## config.mk

```make
export PLATFORM = sky130hd
export DESIGN_NAME = ps2_key_decoder
export DESIGN_NICKNAME = d
export VERILOG_FILES = /design/src/rtl/ps2_pkg.sv /design/src/rtl/ps2_sync_edge.sv /design/src/rtl/ps2_key_decoder.sv
export SDC_FILE = /design/constraint.sdc
export NUM_CORES = 1
export LEC_CHECK = 0
export ABC_CLOCK_PERIOD_IN_PS = 3700
export CORE_UTILIZATION = 50
export CTS_CLUSTER_SIZE = 8
export DETAILED_ROUTE_END_ITERATION = 8
export HOLD_SLACK_MARGIN = 0.02
export MAX_ROUTING_LAYER = met4
export PLACE_DENSITY_LB_ADDON = 0.3
export SLEW_MARGIN = 20
export SYNTH_ARGS = -nofsm -noshare
export SYNTH_HDL_FRONTEND = slang
export SYNTH_SLANG_ARGS = --single-unit
```

## constraint.sdc

```tcl
create_clock -name clk -period 3.7 [get_ports clk]
set_input_delay 0.74 -clock clk [delete_from_list [all_inputs] [get_ports clk]]
set_output_delay 0.74 -clock clk [all_outputs]
set_load 0.03 [all_outputs]
```

## src/rtl/ps2_pkg.sv

```systemverilog
// Shared types and scan-code constants for the PS/2 keyboard receiver.
// Latency: n/a (declarations only).
// Backpressure: n/a.
package ps2_pkg;

  typedef enum logic [1:0] {
    IDLE,
    DATA,
    PARITY,
    STOP
  } ps2_state_t;

  localparam logic [7:0] PS2_BREAK = 8'hF0;
  localparam logic [7:0] PS2_EXT   = 8'hE0;

endpackage

```

## src/rtl/ps2_sync_edge.sv

```systemverilog
// Synchronises PS/2 clock/data into clk and strobes each falling PS/2 clock edge.
// Latency: SYNC_STAGES+1 clk from pin edge to fall_stb; data_sync is aligned to the strobe.
// Backpressure: none; the PS/2 device cannot be stalled.
module ps2_sync_edge #(
  parameter int SYNC_STAGES = 2
) (
  input  logic clk,
  input  logic reset,
  input  logic PS2_CLOCK,
  input  logic PS2_DATA,
  output logic data_sync,
  output logic fall_stb
);

  logic [SYNC_STAGES-1:0] clk_sr;
  logic [SYNC_STAGES-1:0] dat_sr;
  logic                   clk_prev;

  // Flops reset to 1 (idle bus) so no falling edge is seen right after reset.
  always_ff @(posedge clk) begin
    if (reset) begin
      clk_sr    <= '1;
      dat_sr    <= '1;
      clk_prev  <= 1'b1;
      fall_stb  <= 1'b0;
      data_sync <= 1'b1;
    end else begin
      clk_sr    <= {clk_sr[SYNC_STAGES-2:0], PS2_CLOCK};
      dat_sr    <= {dat_sr[SYNC_STAGES-2:0], PS2_DATA};
      clk_prev  <= clk_sr[SYNC_STAGES-1];
      fall_stb  <= clk_prev & ~clk_sr[SYNC_STAGES-1];
      data_sync <= dat_sr[SYNC_STAGES-1];
    end
  end

endmodule

```

## src/rtl/ps2_key_decoder.sv

```systemverilog
// PS/2 frame receiver plus make/break decoder tracking NUM_KEYS key channels.
// Latency: rx_valid/frame_err/key_* update 1 clk after the stop-bit strobe.
// Backpressure: none; outputs are pulses/levels with no ready handshake.
module ps2_key_decoder
  import ps2_pkg::*;
#(
  parameter int                      NUM_KEYS       = 4,
  parameter logic [NUM_KEYS*8-1:0]   KEY_CODES      = {8'h2B, 8'h23, 8'h1B, 8'h1C},
  parameter int                      TIMEOUT_CYCLES = 50000,
  parameter int                      SYNC_STAGES    = 2
) (
  input  logic                clk,
  input  logic                reset,
  input  logic                PS2_CLOCK,
  input  logic                PS2_DATA,
  output logic [7:0]          rxdata,
  output logic                rx_valid,
  output logic [NUM_KEYS-1:0] key_held,
  output logic [NUM_KEYS-1:0] key_press,
  output logic                frame_err
);

  localparam int             TW      = $clog2(TIMEOUT_CYCLES + 1);
  localparam logic [TW-1:0]  TMO_MAX = TW'(TIMEOUT_CYCLES);

  logic                data_sync;
  logic                fall_stb;
  ps2_state_t          state, state_nxt;
  logic [2:0]          bit_cnt, bit_cnt_nxt;
  logic [7:0]          shreg, shreg_nxt;
  logic                par_bit, par_nxt;
  logic [TW-1:0]       tmo_cnt;
  logic                frame_good, frame_bad;
  logic                brk, ext;
  logic [NUM_KEYS-1:0] key_match, held_nxt;
  logic                is_key_byte;

  ps2_sync_edge #(.SYNC_STAGES(SYNC_STAGES)) u_sync (
    .clk       (clk),
    .reset     (reset),
    .PS2_CLOCK (PS2_CLOCK),
    .PS2_DATA  (PS2_DATA),
    .data_sync (data_sync),
    .fall_stb  (fall_stb)
  );

  always_ff @(posedge clk) begin
    if (reset) begin
      state   <= IDLE;
      bit_cnt <= '0;
      shreg   <= '0;
      par_bit <= 1'b0;
      tmo_cnt <= '0;
    end else begin
      state   <= state_nxt;
      bit_cnt <= bit_cnt_nxt;
      shreg   <= shreg_nxt;
      par_bit <= par_nxt;
      if (fall_stb)
        tmo_cnt <= '0;
      else if (state != IDLE && tmo_cnt != TMO_MAX)
        tmo_cnt <= tmo_cnt + 1'b1;
    end
  end

  always_comb begin
    state_nxt   = state;
    bit_cnt_nxt = bit_cnt;
    shreg_nxt   = shreg;
    par_nxt     = par_bit;
    frame_good  = 1'b0;
    frame_bad   = 1'b0;
    if (fall_stb) begin
      case (state)
        IDLE: if (!data_sync) begin
          state_nxt   = DATA;
          bit_cnt_nxt = '0;
        end
        DATA: begin
          shreg_nxt   = {data_sync, shreg[7:1]};
          bit_cnt_nxt = bit_cnt + 3'd1;
          if (bit_cnt == 3'd7) state_nxt = PARITY;
        end
        PARITY: begin
          par_nxt   = data_sync;
          state_nxt = STOP;
        end
        STOP: begin
          state_nxt = IDLE;
          // Odd parity: data bits plus parity bit must XOR to 1.
          if (data_sync && ((^shreg) ^ par_bit)) frame_good = 1'b1;
          else                                   frame_bad  = 1'b1;
        end
        default: state_nxt = IDLE;
      endcase
    end else if (state != IDLE && tmo_cnt == TMO_MAX) begin
      state_nxt = IDLE;
      frame_bad = 1'b1;
    end
  end

  always_comb begin
    key_match   = '0;
    for (int i = 0; i < NUM_KEYS; i++)
      key_match[i] = (shreg == KEY_CODES[i*8 +: 8]);
    is_key_byte = frame_good && shreg != PS2_BREAK && shreg != PS2_EXT;
    held_nxt    = key_held;
    // Extended-prefixed codes are never mapped to a channel.
    if (is_key_byte && !ext)
      held_nxt = (key_held & ~key_match) | (brk ? '0 : key_match);
  end

  always_ff @(posedge clk) begin
    if (reset) begin
      rxdata    <= 8'h00;
      rx_valid  <= 1'b0;
      frame_err <= 1'b0;
      key_held  <= '0;
      key_press <= '0;
      brk       <= 1'b0;
      ext       <= 1'b0;
    end else begin
      rx_valid  <= frame_good;
      frame_err <= frame_bad;
      key_held  <= held_nxt;
      key_press <= held_nxt & ~key_held;
      if (frame_good) rxdata <= shreg;
      if (frame_bad || is_key_byte) begin
        brk <= 1'b0;
        ext <= 1'b0;
      end else if (frame_good && shreg == PS2_BREAK) begin
        brk <= 1'b1;
      end else if (frame_good && shreg == PS2_EXT) begin
        ext <= 1'b1;
      end
    end
  end

endmodule

```

==> results of run 1 <==
==> flip-flops by register name (all words and copies together), names as in the netlist <==
| register | flops |
|---|---|
| tmo_cnt | 16 |
| shreg | 8 |
| u_sync.fall_stb | 1 |
| u_sync.clk_sr | 2 |
| frame_err | 1 |
| brk | 1 |
| u_sync.data_sync | 1 |
| par_bit | 1 |
| rxdata | 8 |
| u_sync.clk_prev | 1 |
| u_sync.dat_sr | 2 |
| ext | 1 |
| bit_cnt | 3 |
| key_held | 4 |
| key_press | 4 |
| rx_valid | 1 |
| state | 2 |
==> worst max path at each step <==
stage | from | to | slack (ps)
4_1_cts | shreg[2] | key_press[3] | 1300
5_1_grt | shreg[2] | key_press[3] | 1100
3_5_place_dp | reset | tmo_cnt[15] | 1140
2_1_floorplan | shreg[2] | key_held[1] | 1770
6_report | shreg[2] | key_press[2] | 1280
3_3_place_gp | reset | tmo_cnt[3] | 1230
==> cells in the mapped netlist (2+ instances only) <==
master,number
nand2_1,20
or2_2,8
buf_2,2
nor2_1,16
nand3b_1,2
xor2_1,5
and3_1,3
mux2i_1,5
o31ai_1,3
o21a_1,2
xor2_2,2
and2_1,2
nand3_1,24
nand4_1,10
or4_1,3
xnor2_1,2
or3_1,5
ha_1,18
nand2b_1,5
a21oi_1,26
o21ai_1,2
buf_1,3
and4_1,2
dfxtp_1,57
nor3_1,11
o21ai_0,11
clkbuf_1,8
inv_1,18
nand4b_1,3
a32oi_1,2
==> kinds of logic after synthesis <==
family	share of synthesized area (%)
buffers and inverters	4.597
AND/OR/NAND/NOR	24.99
multiplexers	2.230
XOR/XNOR	4.870
flip-flops	41.51
AO/OA/AOI/OAI	13.61
adder cells (fa/ha/maj)	8.193
==> where the power goes <==
group / internal, mW / switching [mW]
combinational: 0.00862 / 0.0120
sequential: 0.617 / 0.00260
clock: 0.342 / 0.233
total: 0.967 / 0.248
==> metal layers <==
metal,track usage [%],share of wire (%),vias up
met5,-,0,-
met4,9.038,1.6,0
met3,6.467,3.2,7
met2,34.45,47,46
met1,23.96,48,1049
li1,-,-,1108
==> worst register-to-register path, stage by stage (launching register included) <==
cell and delay, ps:
dfxtp_1 420, inv_1 90, ha_1 310, xnor3_2 420, xor2_2 570, nand4_1 300
nor3_1 220
==> area by class of cell <==
cell class / instances / area (µm²) / area share, %
Multi-Input combinational cell: 213 / 1481 / 46.43
Inverter: 18 / 67.56 / 2.118
Clock inverter: 3 / 40.04 / 1.255
Timing Repair Buffer: 22 / 217.7 / 6.824
Tap cell: 70 / 87.58 / 2.745
Clock buffer: 12 / 155.1 / 4.863
Sequential cell: 57 / 1141 / 35.76
==> stage by stage <==
step / setup slack (ps) / total power [mW]
global route: 1097 / 1.259
CTS: 1298 / 1.226
global placement: 1227 / 0.6531
finish: 1282 / 1.215
detailed placement: 1141 / 0.6536
floorplan: 1771 / 0.6462
==> results.cfg, run 1 <==
[outcome]
status = complete, no violations

[layout]
layout-drive-gt1-share_pct = 10.46
final_nets = 343
final_cells = 395
utilization_pct = 61.30
diodes = 0
final_cell_area_mm2 = 0.003191
fillers = 453
mostFrequentLayoutCells = dfxtp_1 (57), a21oi_1 (26), nand3_1 (24), clkdlybuf4s50_1 (21), nand2_1 (20)
final_common_cell = dfxtp_1
area_growth_pct = 16.07

[drt]
wl_per_cell_um = 13.81
num_vias = 2210
drtIter0Drc = 141
routed_wl_um = 5456
drtAntennaViolNets = 0
dr.pass1.iters = 4
via_per_inst = 5.595
route.detailed.drc = 0

[min_path]
min_from = u_sync.dat_sr[1]
hp-class = reg -> reg
worstHoldPathCells = 1
holdPathEnd = u_sync.data_sync

[timing]
worst_pin_slew_ps = 900.1
hold_ws_ps = 407.8
rsz0062_at_grt = no
setup_viol = 0
period_minus_slack_ps = 2418
fin_crit_sh_pct = 65.34
hold_viol = 0
maxSlewViolCount = 0
finClkSkew_ps = 6.201
maxSlewHeadroom_pct = 39.80
max_clock_freq_ghz = 0.4136
setup_tns_ps = 0

[die]
start_util_pct = 52.81
fp-row-count = 26
die_y_um = 76.15
die_w_um = 76.15
io_pins = 22
core-area_mm2 = 0.005205
dieArea_mm2 = 0.005798

[setup_path]
crit_cells = 6
worst-setup-path-type = reg -> reg
startpoint_type = register
critPathMaxFanout = 15
timing.critical_path.arrival_ps = 2660
max_stage_delay_ps = 570
critPathCaptureType = register
critical_path.slowest_cell = xor2_2
path_cells = inv_1 > ha_1 > xnor3_2 > xor2_2 > nand4_1 > nor3_1
cp.buffers_inverters = 1
cp_top_family = XOR/XNOR gates
ff2ff_setup_slack_ps = 1280
ff2ff_path_depth = 6
r2r_start = shreg[2]
cp.required_ps = 3950
r2r-end = key_press[2]

[synthesis]
yosys_warnings = 0
netlist.area_leader.share_pct = 41.51
yosysTopAreaCell = dfxtp_1
syn_area_mm2 = 0.002749
synthCells = 302
synth_seq_area_share_pct = 41.51
synth_area_per_cell_um2 = 9.102
synth_edf_count = 0
synth_ff_type = dfxtp_1
syn-num-nets = 324
ys_ff_latch = 57
synth_cell_types = 52
synthArstFlopShare_pct = 0
synth_area_leaders = dfxtp_1 (42%), ha_1 (8.2%), a21oi_1 (4.7%)

[placement]
place_hpwl_um = 3700
port_buffers = 21
post_dp_cell_area_mm2 = 0.002995
place_congestion = 0.7856
dpl.cell_count = 380

[grt]
grt_pass1_vias = 2095
grt_pass1_wl_um = 9425
antenna_found_initial = 0
grt_start_max_net_pins = 29
overflow = 0
track_usage_pct = 21.10

[clock_network]
post-cts-setup-buffer-count = 0
cts_max_level = 3
cts_max_path_buffers = 2
cts.repair.resized = 0
cts_buffers = 9
cts_tree = built
clkSinkCount = 57
cts_hold_buf = 0
clk_latency_ps = 330
root_buffer = clkbuf_8
path_clk_slew_ps = 60

[power]
cellPowerDensity_mw_per_mm2 = 380.7
ir_drop_mv = 0.2411
p_leak_nw = 1.136

[job]
max_cap_violations = 0
Power figures use the tool's default switching activity.
==> run 2: changes to the inputs <==
- ABC_CLOCK_PERIOD_IN_PS: 3700 -> 2400
- clock period: 3.7 -> 2.4 ns (I/O delays scaled with it)
==> results.cfg, run 2 (synthesis results as in run 1) <==
[placement]
port_buffers = 21
place_ws_ps = 335.1
place_congestion = 0.8336
place_hpwl_um = 3790
post_dp_cell_area_mm2 = 0.003010

[setup_path]
timing.critical_path.arrival_ps = 2360
cp.required_ps = 2660
startpoint_type = register
critPathCaptureType = register
critPathMaxFanout = 8
worst-setup-path-type = reg -> reg
path_cells = inv_1 > ha_1 > xnor3_2 > xor2_2 > buf_4 > nand3_1 > a21oi_1
max_stage_delay_ps = 420
critical_path.slowest_cell = xnor3_2

[clock_network]
clk_latency_ps = 340
cts.repair.resized = 0
cts_hold_buf = 0
cts_buffers = 9
post-cts-setup-buffer-count = 0
clkSinkCount = 57
cts_max_level = 3
cts_tree = built
path_clk_slew_ps = 70
cts_max_path_buffers = 2
root_buffer = clkbuf_8

[power]
cellPowerDensity_mw_per_mm2 = 610.7
seq_power_share_pct = 48.3
ir_drop_mv = 0.4023
pwr-share-clk_pct = 50.0
p_leak_nw = 1.158
combPwrFrac_pct = 1.7
switching_power_mw = 0.3980
power.internal_mw = 1.575
switching_share_pct = 20.17

[layout]
area_growth_pct = 17.52
final_cell_area_mm2 = 0.003231
multi_input_area_mm2 = 0.001481
mostFrequentLayoutCells = dfxtp_1 (57), a21oi_1 (26), nand3_1 (24), clkdlybuf4s50_1 (21), nand2_1 (20)
final_common_cell = dfxtp_1
largest_register = tmo_cnt
diodes = 0
utilization_pct = 62.07
top_regs = tmo_cnt: 16 flops, rxdata: 8 flops, shreg: 8 flops
layout-drive-gt1-share_pct = 11.28
fillers = 455
regArea_mm2 = 0.001141
final_nets = 345
largest_register_ffs = 16

[die]
start_util_pct = 52.81
dieArea_mm2 = 0.005798
die_y_um = 76.15
io_pins = 22
core-area_mm2 = 0.005205
fp-row-count = 26
die_w_um = 76.15

[timing]
finClkSkew_ps = 10.45
hold_viol = 0
maxSlewHeadroom_pct = 65.48
rsz0062_at_grt = no
max_clock_freq_ghz = 0.4770
setup_slack_ps = 303.7
period_minus_slack_ps = 2096
fin_crit_sh_pct = 87.35
maxSlewViolCount = 0
setup_tns_ps = 0
worst_pin_slew_ps = 517.8
setup_viol = 0

[grt]
track_usage_pct = 21.01
grt_pass1_wl_um = 9301
grt_pass1_vias = 2037
antenna_found_initial = 0
grt_start_max_net_pins = 40
overflow = 0

[drt]
num_vias = 2195
dr.pass1.iters = 4
drtIter0Drc = 101
route.detailed.drc = 0
wl_per_cell_um = 13.56
drtAntennaViolNets = 0
via_per_inst = 5.515
routed_wl_um = 5396

[outcome]
status = complete, no violations

[min_path]
hp-class = reg -> reg

[job]
max_cap_violations = 0
==> run 2: cell types whose count changed in the layout (fill, tap and decap cells not counted), sizes merged <==
| cell | delta |
|---|---|
| buf | +2 |
| clkinv | +1 |
| bufinv | +1 |
| clkbuf | -1 |
==> run 2: critical path, delay by kind of cell (launching register included) <==
family,cells,cell delay [ps]
buf+inv,2,330
compound gates,1,140
fa+ha+maj,1,310
simple gates,1,90
xor+xnor,2,760
flops,1,400
==> run 2: final timing paths <==
check                                      start               end  slack [ps]  depth (start not counted)
worst max-delay path                    shreg[2]         rxdata[7]         300                          7
worst min-delay path            u_sync.dat_sr[1]  u_sync.data_sync         410                          1
worst max register to register          shreg[2]         rxdata[7]         300                          7
worst min register to register  u_sync.dat_sr[1]  u_sync.data_sync         410                          1
==> run 2: per-layer routing <==
layer	share of wire, %	GRT usage, %	vias to the layer above
met2	48	32.09	33
met4	2.2	12.12	0
met3	2.5	4.671	13
met1	48	25.58	1032
li1	-	-	1117
met5	0	-	-
==> run 2: final cells by class <==
class | count | share of cell area, %
sequential | 57 | 35.32
tap | 70 | 2.711
multi-input combinational | 213 | 45.86
timing repair buffer | 24 | 7.204
inverter | 18 | 2.091
clock buffer | 11 | 4.376
clock inverter | 5 | 2.440
==> run 2: power by group through the flow <==
stage / Sequential (mW) / Combinational (mW) / Clock [mW]
after floorplan: 0.973 / 0.0235 / 0
after detailed placement: 0.975 / 0.0327 / 0
after CTS: 0.953 / 0.0329 / 1.01
final: 0.954 / 0.0327 / 0.987
after global placement: 0.975 / 0.0330 / 0
after global routing: 0.953 / 0.0356 / 1.06
==> run 2: stage by stage <==
step | hold slack, ps | power [mW] | instances
4_1_cts | 417.7 | 1.995 | 398
3_3_place_gp | 393.0 | 1.007 | 382
3_5_place_dp | 400.6 | 1.007 | 382
6_report | 407.4 | 1.973 | 398
2_1_floorplan | 389.5 | 0.9962 | 302
5_1_grt | 434.5 | 2.049 | 398
